**config.mk**
```make
export PLATFORM = sky130hd
export DESIGN_NAME = md_lr_seq_ctrl
export DESIGN_NICKNAME = d
export VERILOG_FILES = /design/src/rtl/md_lr_seq_ctrl.sv
export SDC_FILE = /design/constraint.sdc
export NUM_CORES = 1
export LEC_CHECK = 0
export CAP_MARGIN = 5
export CORE_AREA = 8 8 199 201
export DETAILED_ROUTE_END_ITERATION = 16
export DIE_AREA = 0 0 207 209
export SYNTH_ARGS = -nofsm -noshare
export SYNTH_HDL_FRONTEND = slang
export SYNTH_SLANG_ARGS = --single-unit
```
**constraint.sdc**
```tcl
create_clock -name clk -period 6.5 [get_ports clk]
set_input_delay 1.625 -clock clk [delete_from_list [all_inputs] [get_ports clk]]
set_output_delay 1.625 -clock clk [all_outputs]
set_load 0.05 [all_outputs]
```
**src/rtl/md_lr_seq_ctrl.sv**
```systemverilog
// md_lr_seq_ctrl: run sequencer between a host particle stream and md_lr_top.
// Each run loads num_p particle records into particle memory, then drains the
// returned force records to the host. Record counts, flast placement and a
// stalled datapath are checked, and the status is reported.
//
// Ports:
//   clk, reset                 clock, asynchronous active-high reset
//   start, abort, num_p        run control; num_p latched on an accepted start
//   in_valid/in_ready/in_data  host particle stream (passed through in LOAD)
//   pvalid/pready/paddr/pwe/pwdata/plast  particle memory write interface
//   fvalid/fready/fdata/flast  force records from the datapath
//   out_valid/out_ready/out_data/out_last host force stream (passed through in DRAIN)
//   busy, done                 run status (busy in LOAD/DRAIN, done one-cycle pulse)
//   err_timeout, err_count     sticky errors, cleared by abort or a new start
//   p_cnt, f_cnt               records transferred this run
module md_lr_seq_ctrl #(
   parameter int unsigned PADDRW = 15,
   parameter int unsigned PDATAW = 128,
   parameter int unsigned FDATAW = 96,
   parameter int unsigned TOW    = 24
) (
   input  logic              clk,
   input  logic              reset,
   input  logic              start,
   input  logic              abort,
   input  logic [PADDRW:0]   num_p,
   input  logic              in_valid,
   output logic              in_ready,
   input  logic [PDATAW-1:0] in_data,
   input  logic              pready,
   output logic              pvalid,
   output logic [PADDRW-1:0] paddr,
   output logic              pwe,
   output logic [PDATAW-1:0] pwdata,
   output logic              plast,
   input  logic              fvalid,
   output logic              fready,
   input  logic [FDATAW-1:0] fdata,
   input  logic              flast,
   output logic              out_valid,
   input  logic              out_ready,
   output logic [FDATAW-1:0] out_data,
   output logic              out_last,
   output logic              busy,
   output logic              done,
   output logic              err_timeout,
   output logic              err_count,
   output logic [PADDRW:0]   p_cnt,
   output logic [PADDRW:0]   f_cnt
);

   localparam logic [2:0] StIdle  = 3'd0;
   localparam logic [2:0] StLoad  = 3'd1;
   localparam logic [2:0] StDrain = 3'd2;
   localparam logic [2:0] StDone  = 3'd3;
   localparam logic [2:0] StErr   = 3'd4;

   localparam logic [PADDRW:0] CntOne = 1;
   localparam logic [TOW-1:0]  ToOne  = 1;

   logic [2:0]        state_q, state_d;
   logic [PADDRW:0]   num_p_q, num_p_d;
   logic [PADDRW:0]   p_cnt_q, p_cnt_d;
   logic [PADDRW:0]   f_cnt_q, f_cnt_d;
   logic [TOW-1:0]    to_q, to_d, to_inc;
   logic              err_to_q, err_to_d;
   logic              err_cnt_q, err_cnt_d;

   logic              in_load, in_drain;
   logic              p_xfer, f_xfer;
   logic [PADDRW:0]   last_idx;
   logic              f_at_last;

   assign in_load   = (state_q == StLoad);
   assign in_drain  = (state_q == StDrain);
   assign last_idx  = num_p_q - CntOne;
   assign f_at_last = (f_cnt_q == last_idx);
   assign to_inc    = to_q + ToOne;

   // Zero-latency pass-through, gated by state so idle outputs are all zero.
   assign pvalid    = in_load & in_valid;
   assign in_ready  = in_load & pready;
   assign pwe       = pvalid;
   assign pwdata    = in_load ? in_data : '0;
   assign paddr     = in_load ? p_cnt_q[PADDRW-1:0] : '0;
   assign plast     = in_load & (p_cnt_q == last_idx);
   assign p_xfer    = pvalid & pready;

   assign out_valid = in_drain & fvalid;
   assign fready    = in_drain & out_ready;
   assign out_data  = in_drain ? fdata : '0;
   assign out_last  = in_drain & flast;
   assign f_xfer    = out_valid & out_ready;

   // Decoded from the state register only, so no combinational glitches.
   assign busy        = in_load | in_drain;
   assign done        = (state_q == StDone);
   assign err_timeout = err_to_q;
   assign err_count   = err_cnt_q;
   assign p_cnt       = p_cnt_q;
   assign f_cnt       = f_cnt_q;

   always_comb begin
      state_d   = state_q;
      num_p_d   = num_p_q;
      p_cnt_d   = p_cnt_q;
      f_cnt_d   = f_cnt_q;
      to_d      = to_q;
      err_to_d  = err_to_q;
      err_cnt_d = err_cnt_q;

      if (abort) begin
         // Abort overrides any same-cycle transfer or start.
         state_d   = StIdle;
         p_cnt_d   = '0;
         f_cnt_d   = '0;
         to_d      = '0;
         err_to_d  = 1'b0;
         err_cnt_d = 1'b0;
      end else begin
         unique case (state_q)
            StIdle: begin
               if (start && (num_p != '0)) begin
                  state_d   = StLoad;
                  num_p_d   = num_p;
                  p_cnt_d   = '0;
                  f_cnt_d   = '0;
                  to_d      = '0;
                  err_to_d  = 1'b0;
                  err_cnt_d = 1'b0;
               end
            end
            StLoad: begin
               if (p_xfer) begin
                  p_cnt_d = p_cnt_q + CntOne;
                  if (plast) state_d = StDrain;
               end
            end
            StDrain: begin
               if (f_xfer) begin
                  f_cnt_d = f_cnt_q + CntOne;
                  to_d    = '0;
                  if (flast && f_at_last) begin
                     state_d = StDone;
                  end else if (flast || f_at_last) begin
                     // flast early, or missing on the final record.
                     err_cnt_d = 1'b1;
                     state_d   = StErr;
                  end
               end else if (!fvalid) begin
                  // Host backpressure (fvalid with out_ready low) holds the count.
                  to_d = to_inc;
                  if (&to_inc) begin
                     err_to_d = 1'b1;
                     state_d  = StErr;
                  end
               end
            end
            StDone: state_d = StIdle;
            StErr:  state_d = StErr;
            default: state_d = StIdle;
         endcase
      end
   end

   always_ff @(posedge clk or posedge reset) begin
      if (reset) begin
         state_q   <= StIdle;
         num_p_q   <= '0;
         p_cnt_q   <= '0;
         f_cnt_q   <= '0;
         to_q      <= '0;
         err_to_q  <= 1'b0;
         err_cnt_q <= 1'b0;
      end else begin
         state_q   <= state_d;
         num_p_q   <= num_p_d;
         p_cnt_q   <= p_cnt_d;
         f_cnt_q   <= f_cnt_d;
         to_q      <= to_d;
         err_to_q  <= err_to_d;
         err_cnt_q <= err_cnt_d;
      end
   end

endmodule
```
==> results of run 1 <==
==> worst max-delay path, stage by stage, from the launching register on <==
cell	delay (ns)
dfrtp_1	0.47
or4_4	0.63
or4_1	0.56
xnor2_1	0.16
mux2i_1	0.13
o2111ai_1	0.23
nor4_1	0.33
nand4_1	0.17
nor2_1	0.16
clkdlybuf4s50_1	0.85
==> worst paths after layout <==
check                           startpoint          to  slack, ns
worst max-delay path            num_p_q[0]       plast       0.83
worst min-delay path              to_q[23]    to_q[23]       0.49
worst max register to register  state_q[0]    p_cnt[8]       2.85
worst min register to register    to_q[23]    to_q[23]       0.49
max in group asynchronous            reset  state_q[0]       3.63
min in group asynchronous            reset    to_q[13]       1.81
==> routing by layer <==
layer	up-vias	wire length (um)	track usage
li1	4110	-	-
met1	4122	16400	0.206
met2	467	20600	0.322
met3	45	4240	0.0753
met4	8	969	0.0481
met5	-	47	0
==> registers in the layout, summed over array words and instances, names as in the netlist <==
| register | flops |
|---|---|
| to_q | 24 |
| err_count | 1 |
| num_p_q | 16 |
| state_q | 3 |
| err_timeout | 1 |
| p_cnt | 16 |
| f_cnt | 16 |
==> cell families (layout without fill, tap and decap cells) <==
logic type / Yosys count / count (layout) / share of synthesized area
AOI/OAI and AO/OA: 120 / 120 / 0.107
xor gates and xnor gates: 64 / 64 / 0.0969
adders and majority gates: 5 / 5 / 0.00902
buffers and inverters: 100 / 570 / 0.0570
DFF: 77 / 77 / 0.278
muxes: 20 / 20 / 0.0319
other: 0 / 4 / 0
and+or+nand+nor: 509 / 509 / 0.421
==> cells in the final DEF (no fill, tap or decap), types with 17 or more instances in the layout <==
cell type / instances
a21oi_1: 20
and2_1: 101
and3_1: 154
clkdlybuf4s50_1: 530
dfrtp_1: 76
mux2_2: 17
nand2_1: 50
nand3_1: 23
nand4_1: 24
nor2_1: 60
nor3_1: 20
o21ai_0: 50
xnor2_1: 35
xor2_1: 21
==> per-stage QoR <==
step / hold WS (ns) / cells / worst slack, ns / utilization / power, mW
floorplan: 0.444 / 895 / 1.71 / - / 1.17
CTS: 0.488 / 1833 / 0.829 / 0.356 / 2.12
detailed placement: 0.478 / 1817 / 1.22 / 0.347 / 1.59
global route: 0.503 / 1835 / 0.622 / 0.356 / 2.20
global placement: 0.468 / 1817 / 1.25 / 0.347 / 1.58
finish: 0.493 / 1837 / 0.825 / 0.356 / 2.11
==> power by group through the flow <==
stage                     Combinational (mW)  Clock [mW]  Sequential, mW
final                                  0.992       0.528           0.588
after global routing                    1.04       0.561           0.595
after CTS                              0.995       0.543           0.586
after detailed placement               0.992           0           0.596
after global placement                 0.990           0           0.592
after floorplan                        0.613           0           0.557
==> final cells by class <==
class / instances / share of cell area
Antenna cell: 4 / 0.000775
Clock buffer: 9 / 0.0174
Sequential cell: 77 / 0.150
Multi-Input combinational cell: 718 / 0.359
Timing Repair Buffer: 537 / 0.417
Inverter: 17 / 0.00494
Clock inverter: 7 / 0.00630
Tap cell: 468 / 0.0453
==> impl_metrics.py, run 1 <==
metrics = {
    "routing": {
        "drtIter0Drc": 696,
        "ant_nets": 0,
        "drc_errors": 0,
        "postRouteWirelength_mm": 42.3,
        "drtPass1Iterations": 5,
        "routedWlPerCell_um": 23.0,
        "dr_total_vias": 8752,
        "viasPerCell": 4.76,
    },
    "power_and_ir_drop": {
        "combPwrFrac": 0.470,
        "swShare": 0.410,
        "pwr_density_cell_mw_per_mm2": 163,
        "clock_power_share": 0.251,
        "seq_power_share": 0.279,
        "ir_worst_vdd_v": 0.000113,
        "power_leakage_nw": 5.13,
        "p_int_mw": 1.24,
        "p_sw_mw": 0.864,
    },
    "sta": {
        "worst_pin_slew_ns": 1.18,
        "final.setup.tns_ns": 0,
        "slew-limit-headroom": 0.206,
        "skew_ns": 0.0135,
        "setup_viol": 0,
        "rsz0062_at_grt": "false",
        "fmax_ghz": 0.176,
        "hold_viol": 0,
        "finalMaxSlewViolations": 0,
        "min_period_over_period": 0.873,
        "fin_crit_ns": 5.67,
    },
    "logic_synthesis": {
        "synth_seq_cells": 77,
        "seq_area_frac_synth": 0.278,
        "synth_largest_area_cell": "dfrtp_1",
        "synth_fp_nets": 1149,
        "synthArstFlopShare": 1.00,
        "synth_common_cells": "and3_1, and2_1, clkbuf_1",
        "synth_area_leaders": "dfrtp_1, and3_1, and2_1, xnor2_1, clkbuf_1",
        "synth.distinct_cells": 55,
        "synthesis.area_sq_mm": 0.00693,
        "netlist.area_leader.share": 0.278,
        "postSynthCellCount": 895,
        "synthFlopType": "dfrtp_1",
        "yosysWarnings": 0,
        "postSynthAreaPerCell_sq_um": 7.75,
        "yosysMostFrequentCell": "and3_1",
        "synth-edff-count": 0,
    },
    "setup_path": {
        "critPathArrivalTime_ns": 4.05,
        "path_max_fanout": 8,
        "start_kind": "register",
        "cp-end-kind": "primary output",
        "reg2regPathDepth": 8,
        "required_ns": 4.88,
        "path_class": "reg -> out",
    },
    "clock_network": {
        "numCtsBuffers": 9,
        "clockRootBuffer": "clkbuf_16",
        "cts_max_level": 3,
        "clk_path_buf_depth": 2,
        "cts_hold_buf": 0,
        "clock_latency_ns": 0.35,
        "cts_tree": "done",
        "cts.sinks": 77,
        "clkTransAtPathRegs_ns": 0.06,
        "cts_resized": 0,
        "cts_setup_buffers": 0,
    },
    "floorplan": {
        "die_w_um": 207,
        "start_util": 0.191,
        "die_h_um": 209,
        "core_sq_mm": 0.0363,
        "row_count": 70,
        "die_area_sq_mm": 0.0433,
        "pin_count": 531,
    },
    "placement": {
        "dp_hpwl_mm": 36.0,
        "port_buffers": 530,
        "place_congestion": 0.921,
        "placed_area_sq_mm": 0.0126,
    },
    "global_route": {
        "gr-total-overflow": 0,
        "grt_max_degree": 148,
        "grt_pass1_vias": 8868,
        "antenna_found_initial": 9,
        "grt_usage": 0.184,
        "grt_pass1_wl_mm": 60.7,
    },
    "cells_and_area": {
        "regArea_sq_mm": 0.00193,
        "multi_input_area_sq_mm": 0.00463,
        "stdcell_area_sq_mm": 0.0129,
        "drive_gt1_frac": 0.0374,
        "areaGrowthSynthToFinish_pct": 86.2,
        "nets": 1614,
        "nFillCells": 3741,
    },
    "run": {
        "cap_violations": 0,
    },
    "worst_hold_path": {
        "hold_depth": 1,
        "hold_path.class": "reg -> reg",
    },
    "status": {
        "status": "complete, no violations",
    },
}
(Power assumes the default switching activity.)
==> inputs of run 2 (changes only) <==
- ABC_CLOCK_PERIOD_IN_PS: default -> 6500
- SKIP_LAST_GASP: default -> 1
==> results of run 2 <==
The final DEF is identical to that of run 1; final timing and power are the same.
